## src/rtl/vsram_read_seq.sv

```systemverilog
// Burst reader for a dual-read-port SRAM: fetches two words per cycle and
// streams them in ascending address order through a 4-entry FIFO.
module vsram_read_seq (
  input  logic        clock,
  input  logic        reset,
  input  logic        start,
  input  logic [8:0]  base_addr,
  input  logic [9:0]  length,
  output logic [8:0]  rd_addr1,
  output logic [8:0]  rd_addr2,
  input  logic [47:0] rd_data1,
  input  logic [47:0] rd_data2,
  output logic [47:0] out_data,
  output logic        out_valid,
  input  logic        out_ready,
  output logic        busy,
  output logic        done
);

  typedef enum logic [1:0] {IDLE, ISSUE, DRAIN} state_t;

  state_t      state_q, state_d;
  logic [8:0]  ptr_q, ptr_d;
  logic [9:0]  rem_q, rem_d;
  logic [8:0]  a1_q, a1_d, a2_q, a2_d;
  logic [1:0]  infl_q, infl_d;
  logic        done_q, done_d;

  logic [47:0] mem_q [4];
  logic [1:0]  wp_q, rp_q;
  logic [2:0]  cnt_q;

  logic        rd_fire;
  logic [3:0]  free_w;
  logic        fetch_ok;
  logic [1:0]  nfetch;

  assign rd_fire  = (cnt_q != 3'd0) && out_ready;
  // A pop at this edge frees a slot before the fetched data lands next edge,
  // which is what keeps the stream at one word per cycle with only 4 entries.
  assign free_w   = 4'd4 - {1'b0, cnt_q} + {3'b0, rd_fire};
  assign fetch_ok = free_w >= ({2'b0, infl_q} + 4'd2);
  assign nfetch   = (rem_q >= 10'd2) ? 2'd2 : rem_q[1:0];

  always_comb begin
    state_d = state_q;
    ptr_d   = ptr_q;
    rem_d   = rem_q;
    a1_d    = a1_q;
    a2_d    = a2_q;
    infl_d  = 2'd0;
    done_d  = 1'b0;
    case (state_q)
      IDLE: begin
        if (start) begin
          if (length == 10'd0) begin
            done_d = 1'b1;
          end else begin
            state_d = ISSUE;
            ptr_d   = base_addr;
            rem_d   = length;
          end
        end
      end
      ISSUE: begin
        if (rem_q != 10'd0 && fetch_ok) begin
          a1_d   = ptr_q;
          a2_d   = ptr_q + 9'd1;
          ptr_d  = ptr_q + 9'd2;
          rem_d  = rem_q - {8'b0, nfetch};
          infl_d = nfetch;
          if (rem_q <= 10'd2) state_d = DRAIN;
        end
      end
      DRAIN: begin
        if (infl_q == 2'd0 &&
            (cnt_q == 3'd0 || (cnt_q == 3'd1 && rd_fire))) begin
          state_d = IDLE;
          done_d  = 1'b1;
        end
      end
      default: state_d = IDLE;
    endcase
  end

  always_ff @(posedge clock or posedge reset) begin
    if (reset) begin
      state_q <= IDLE;
      ptr_q   <= 9'd0;
      rem_q   <= 10'd0;
      a1_q    <= 9'd0;
      a2_q    <= 9'd0;
      infl_q  <= 2'd0;
      done_q  <= 1'b0;
    end else begin
      state_q <= state_d;
      ptr_q   <= ptr_d;
      rem_q   <= rem_d;
      a1_q    <= a1_d;
      a2_q    <= a2_d;
      infl_q  <= infl_d;
      done_q  <= done_d;
    end
  end

  // infl_q words of last edge's fetch are on rd_data now; port 1 goes first.
  always_ff @(posedge clock or posedge reset) begin
    if (reset) begin
      for (int i = 0; i < 4; i++) mem_q[i] <= 48'd0;
      wp_q  <= 2'd0;
      rp_q  <= 2'd0;
      cnt_q <= 3'd0;
    end else begin
      if (infl_q != 2'd0) mem_q[wp_q] <= rd_data1;
      if (infl_q == 2'd2) mem_q[wp_q + 2'd1] <= rd_data2;
      wp_q  <= wp_q + infl_q;
      rp_q  <= rp_q + {1'b0, rd_fire};
      cnt_q <= cnt_q + {1'b0, infl_q} - {2'b0, rd_fire};
    end
  end

  assign rd_addr1  = a1_q;
  assign rd_addr2  = a2_q;
  assign out_data  = mem_q[rp_q];
  assign out_valid = cnt_q != 3'd0;
  assign busy      = state_q != IDLE;
  assign done      = done_q;

endmodule

```

## config.mk

```make
export PLATFORM = sky130hd
export DESIGN_NAME = vsram_read_seq
export DESIGN_NICKNAME = d
export VERILOG_FILES = /design/src/rtl/vsram_read_seq.sv
export SDC_FILE = /design/constraint.sdc
export NUM_CORES = 1
export LEC_CHECK = 0
export CORE_ASPECT_RATIO = 1.2
export CORE_MARGIN = 8
export CORE_UTILIZATION = 64
export DETAILED_ROUTE_END_ITERATION = 10
export DONT_BUFFER_PORTS = 1
export GPL_TIMING_DRIVEN = 0
export MAX_ROUTING_LAYER = met4
export PLACE_DENSITY_LB_ADDON = 0.15
export SKIP_LAST_GASP = 1
export SLEW_MARGIN = 40
export SYNTH_ARGS = -nofsm -noshare
export SYNTH_HDL_FRONTEND = slang
export SYNTH_SLANG_ARGS = --single-unit
```

## constraint.sdc

```tcl
create_clock -name clock -period 9 [get_ports clock]
set_input_delay 0.45 -clock clock [delete_from_list [all_inputs] [get_ports clock]]
set_output_delay 0.45 -clock clock [all_outputs]
set_load 0.01 [all_outputs]
```

==> results.sh <==
export IMPL_drc=0
export IMPL_hpwl_um=23900
export IMPL_start_util=0.648
export IMPL_maxSlewHeadroom=0.427
export IMPL_cts_htree_levels=1
export IMPL_cts_made_buffers=26
export IMPL_syn_inst=1190
export IMPL_cpLargestDelayFamily="simple AND/OR/NAND/NOR gates"
export IMPL_clk_latency_ns=0.52
export IMPL_cts_setup_buffers=0
export IMPL_antenna_found_initial=0
export IMPL_required_ns=9.39
export IMPL_synth_fp_nets=1323
export IMPL_cts_tree="yes"
export IMPL_drt_iter0_drc=691
export IMPL_cts_num_sinks=241
export IMPL_worst_slew_pin_slew_ns=0.859
export IMPL_viasPerCell=6.42
export IMPL_die_h_um=170
export IMPL_fin_area_mm2=0.0139
export IMPL_cts_clk_slew_worst_paths_ns=0.06
export IMPL_grt_pass1_vias=9987
export IMPL_ys_warn_count=0
export IMPL_hold_viol=0
export IMPL_dr_pass1_iters=5
export IMPL_fin_worst_skew_ns=0.00874
export IMPL_final_common_cell="dfrtp_1"
export IMPL_cp_arrival_ns=3.71
export IMPL_core_area_mm2=0.0195
export IMPL_grt_pass1_wl_um=55900
export IMPL_wl_per_cell_um=23.5
export IMPL_hold_buffers=1
export IMPL_ys_seq_area_frac=0.478
export IMPL_critPathMaxStageDelay_ns=0.49
export IMPL_setup_viol=0
export IMPL_placed_area_mm2=0.0131
export IMPL_cts_resized=0
export IMPL_syn2layout_area_growth_pct=10.2
export IMPL_hold_class="in -> reg"
export IMPL_rsz0062_at_grt="false"
export IMPL_setup_tns_ns=0
export IMPL_grt_usage=0.301
export IMPL_layout_drive_gt1_share=0.114
export IMPL_layout_common_cells="dfrtp_1, mux2i_1, nand2_1"
export IMPL_ys_ff_latch=241
export IMPL_peakVddDrop_uv=242
export IMPL_die_x_um=144
export IMPL_status="completed"
export IMPL_num_nets_final=1358
export IMPL_power_density_mw_per_mm2=390
export IMPL_ys_flop_type="dfrtp_1"
export IMPL_num_rows=56
export IMPL_synth_area_mm2=0.0126
export IMPL_num_vias=9650
export IMPL_routed_wl_um=35200
export IMPL_worst_setup_path_start_kind="register"
export IMPL_ant_nets=0
export IMPL_clock_fmax_mhz=301
export IMPL_p_leak_nw=6.09
export IMPL_avgSynthCellArea_um2=10.6
export IMPL_timing_final_crit_period_ns=3.32
export IMPL_die_area_mm2=0.0245
export IMPL_async_flop_share=1.00
export IMPL_grt_max_degree=79
export IMPL_portBuffers=0
export IMPL_nFillCells=1467
export IMPL_drv_cap=0
export IMPL_synth_edf_count=0
export IMPL_gp_congestion=0.868
export IMPL_antenna_cells=0
export IMPL_cp_end_kind="register"
export IMPL_crit_chain="or3_1 > nand2_1 > ha_1 > inv_1 > ha_1 > xor2_1 > ha_1 > o21ai_0 > o211a_1 > or3_1 > buf_6 > o31ai_1 > a211oi_2"
export IMPL_gr_total_overflow=0
export IMPL_clock_path_buffers=3
export IMPL_finalCritPeriodShare=0.369
export IMPL_critPathMaxFanout=10
export IMPL_io_pins=188
export IMPL_slowest_stage="or3_1"
export IMPL_slew_violations=0
export IMPL_criticalPathCategory="reg -> reg"
export IMPL_cp_common_cell="ha_1"
export IMPL_crit_buf_inv=2
export IMPL_ys_types=56
export IMPL_clockRootBuffer="clkbuf_16"
synthesized netlist by cell type (8+ instances only):
cell | count | area [um^2]
dfrtp_1 | 241 | 6030
mux2i_1 | 194 | 1940
nand2_1 | 178 | 668
o21ai_0 | 165 | 826
nor2_1 | 71 | 267
a21oi_1 | 63 | 315
clkbuf_1 | 55 | 206
mux4_2 | 48 | 1080
buf_2 | 18 | 90.1
inv_1 | 15 | 56.3
nand3_1 | 14 | 70.1
ha_1 | 13 | 163
a31oi_1 | 12 | 75.1
mux2_2 | 11 | 124
buf_1 | 9 | 33.8
xor2_1 | 8 | 70.1
per-layer routing:
metal	up-vias	GRT usage	share of wire
li1	4318	-	-
met1	4783	0.348	0.36
met2	469	0.498	0.51
met3	80	0.0810	0.10
met4	0	0.102	0.027
met5	-	-	0
path summary, 6_finish.rpt:
kind	from	end	slack (ns)	cells past startpoint
max	cnt_q[2]	rem_q[5]	5.68	13
min	rd_data2[14]	mem_q[62]	0.04	2
max reg2reg	cnt_q[2]	rem_q[5]	5.68	13
min reg2reg	wp_q[0]	wp_q[0]	0.50	1
max in group asynchronous	reset	mem_q[34]	7.87	3
min in group asynchronous	reset	mem_q[55]	0.43	2
report_power, final:
| group | switching (mW) | total [mW] | leakage, nW | internal, mW |
|---|---|---|---|---|
| Combinational | 1.32 | 2.39 | 2.80 | 1.07 |
| Sequential | 0.360 | 2.00 | 2.89 | 1.64 |
| Clock | 0.419 | 1.04 | 0.404 | 0.619 |
| Total | 2.10 | 5.43 | 6.09 | 3.32 |
layout make-up:
| type | instances | area [um^2] | share of cell area |
|---|---|---|---|
| inverters | 15 | 63.8 | 0.00459 |
| well taps | 261 | 327 | 0.0235 |
| repair buffers | 7 | 119 | 0.00855 |
| multi-input cells | 847 | 6160 | 0.443 |
| plain buffers | 87 | 388 | 0.0279 |
| clock inverters | 7 | 85.1 | 0.00612 |
| flip-flops and latches | 241 | 6030 | 0.434 |
| clock buffers | 37 | 733 | 0.0527 |
per-stage QoR:
stage	hold slack, ns	setup slack (ns)	std cells	util	total power [mW]
after floorplan	0.464	1.93	1190	-	3.77
after global placement	0.475	-0.768	1451	0.665	4.29
after detailed placement	0.315	5.71	1457	0.671	4.39
after CTS	0.0371	5.67	1502	0.714	5.44
after global routing	0.0352	5.44	1502	0.714	5.79
final	0.0428	5.68	1502	0.714	5.43
worst reg2reg max path: stages, from the launching register on:
cell and delay, ns:
dfrtp_1 0.43, or3_1 0.49, nand2_1 0.14, ha_1 0.16, inv_1 0.04, ha_1 0.18
xor2_1 0.15, ha_1 0.27, o21ai_0 0.09, o211a_1 0.30, or3_1 0.41, buf_6 0.17
o31ai_1 0.26, a211oi_2 0.11
state kept, by name, indices dropped and copies added (netlist names), 3 cells and up:
signal	cells
mem_q	192
cnt_q	3
ptr_q	9
rem_q	10
rd_addr1	9
rd_addr2	9
kinds of logic (layout without fill, tap and decap cells):
logic type,Yosys count,after routing,share of synthesized area
flip-flops,241,241,0.478
buffers and inverters,102,153,0.0345
XOR/XNOR,13,13,0.00902
AND/OR/NAND/NOR,296,296,0.0978
other,1,1,0.000297
adder cells (fa/ha/maj),14,14,0.0145
multiplexers,253,253,0.249
AO/OA/AOI/OAI,270,270,0.117
No activity file was read; power rests on OpenSTA's default activity.
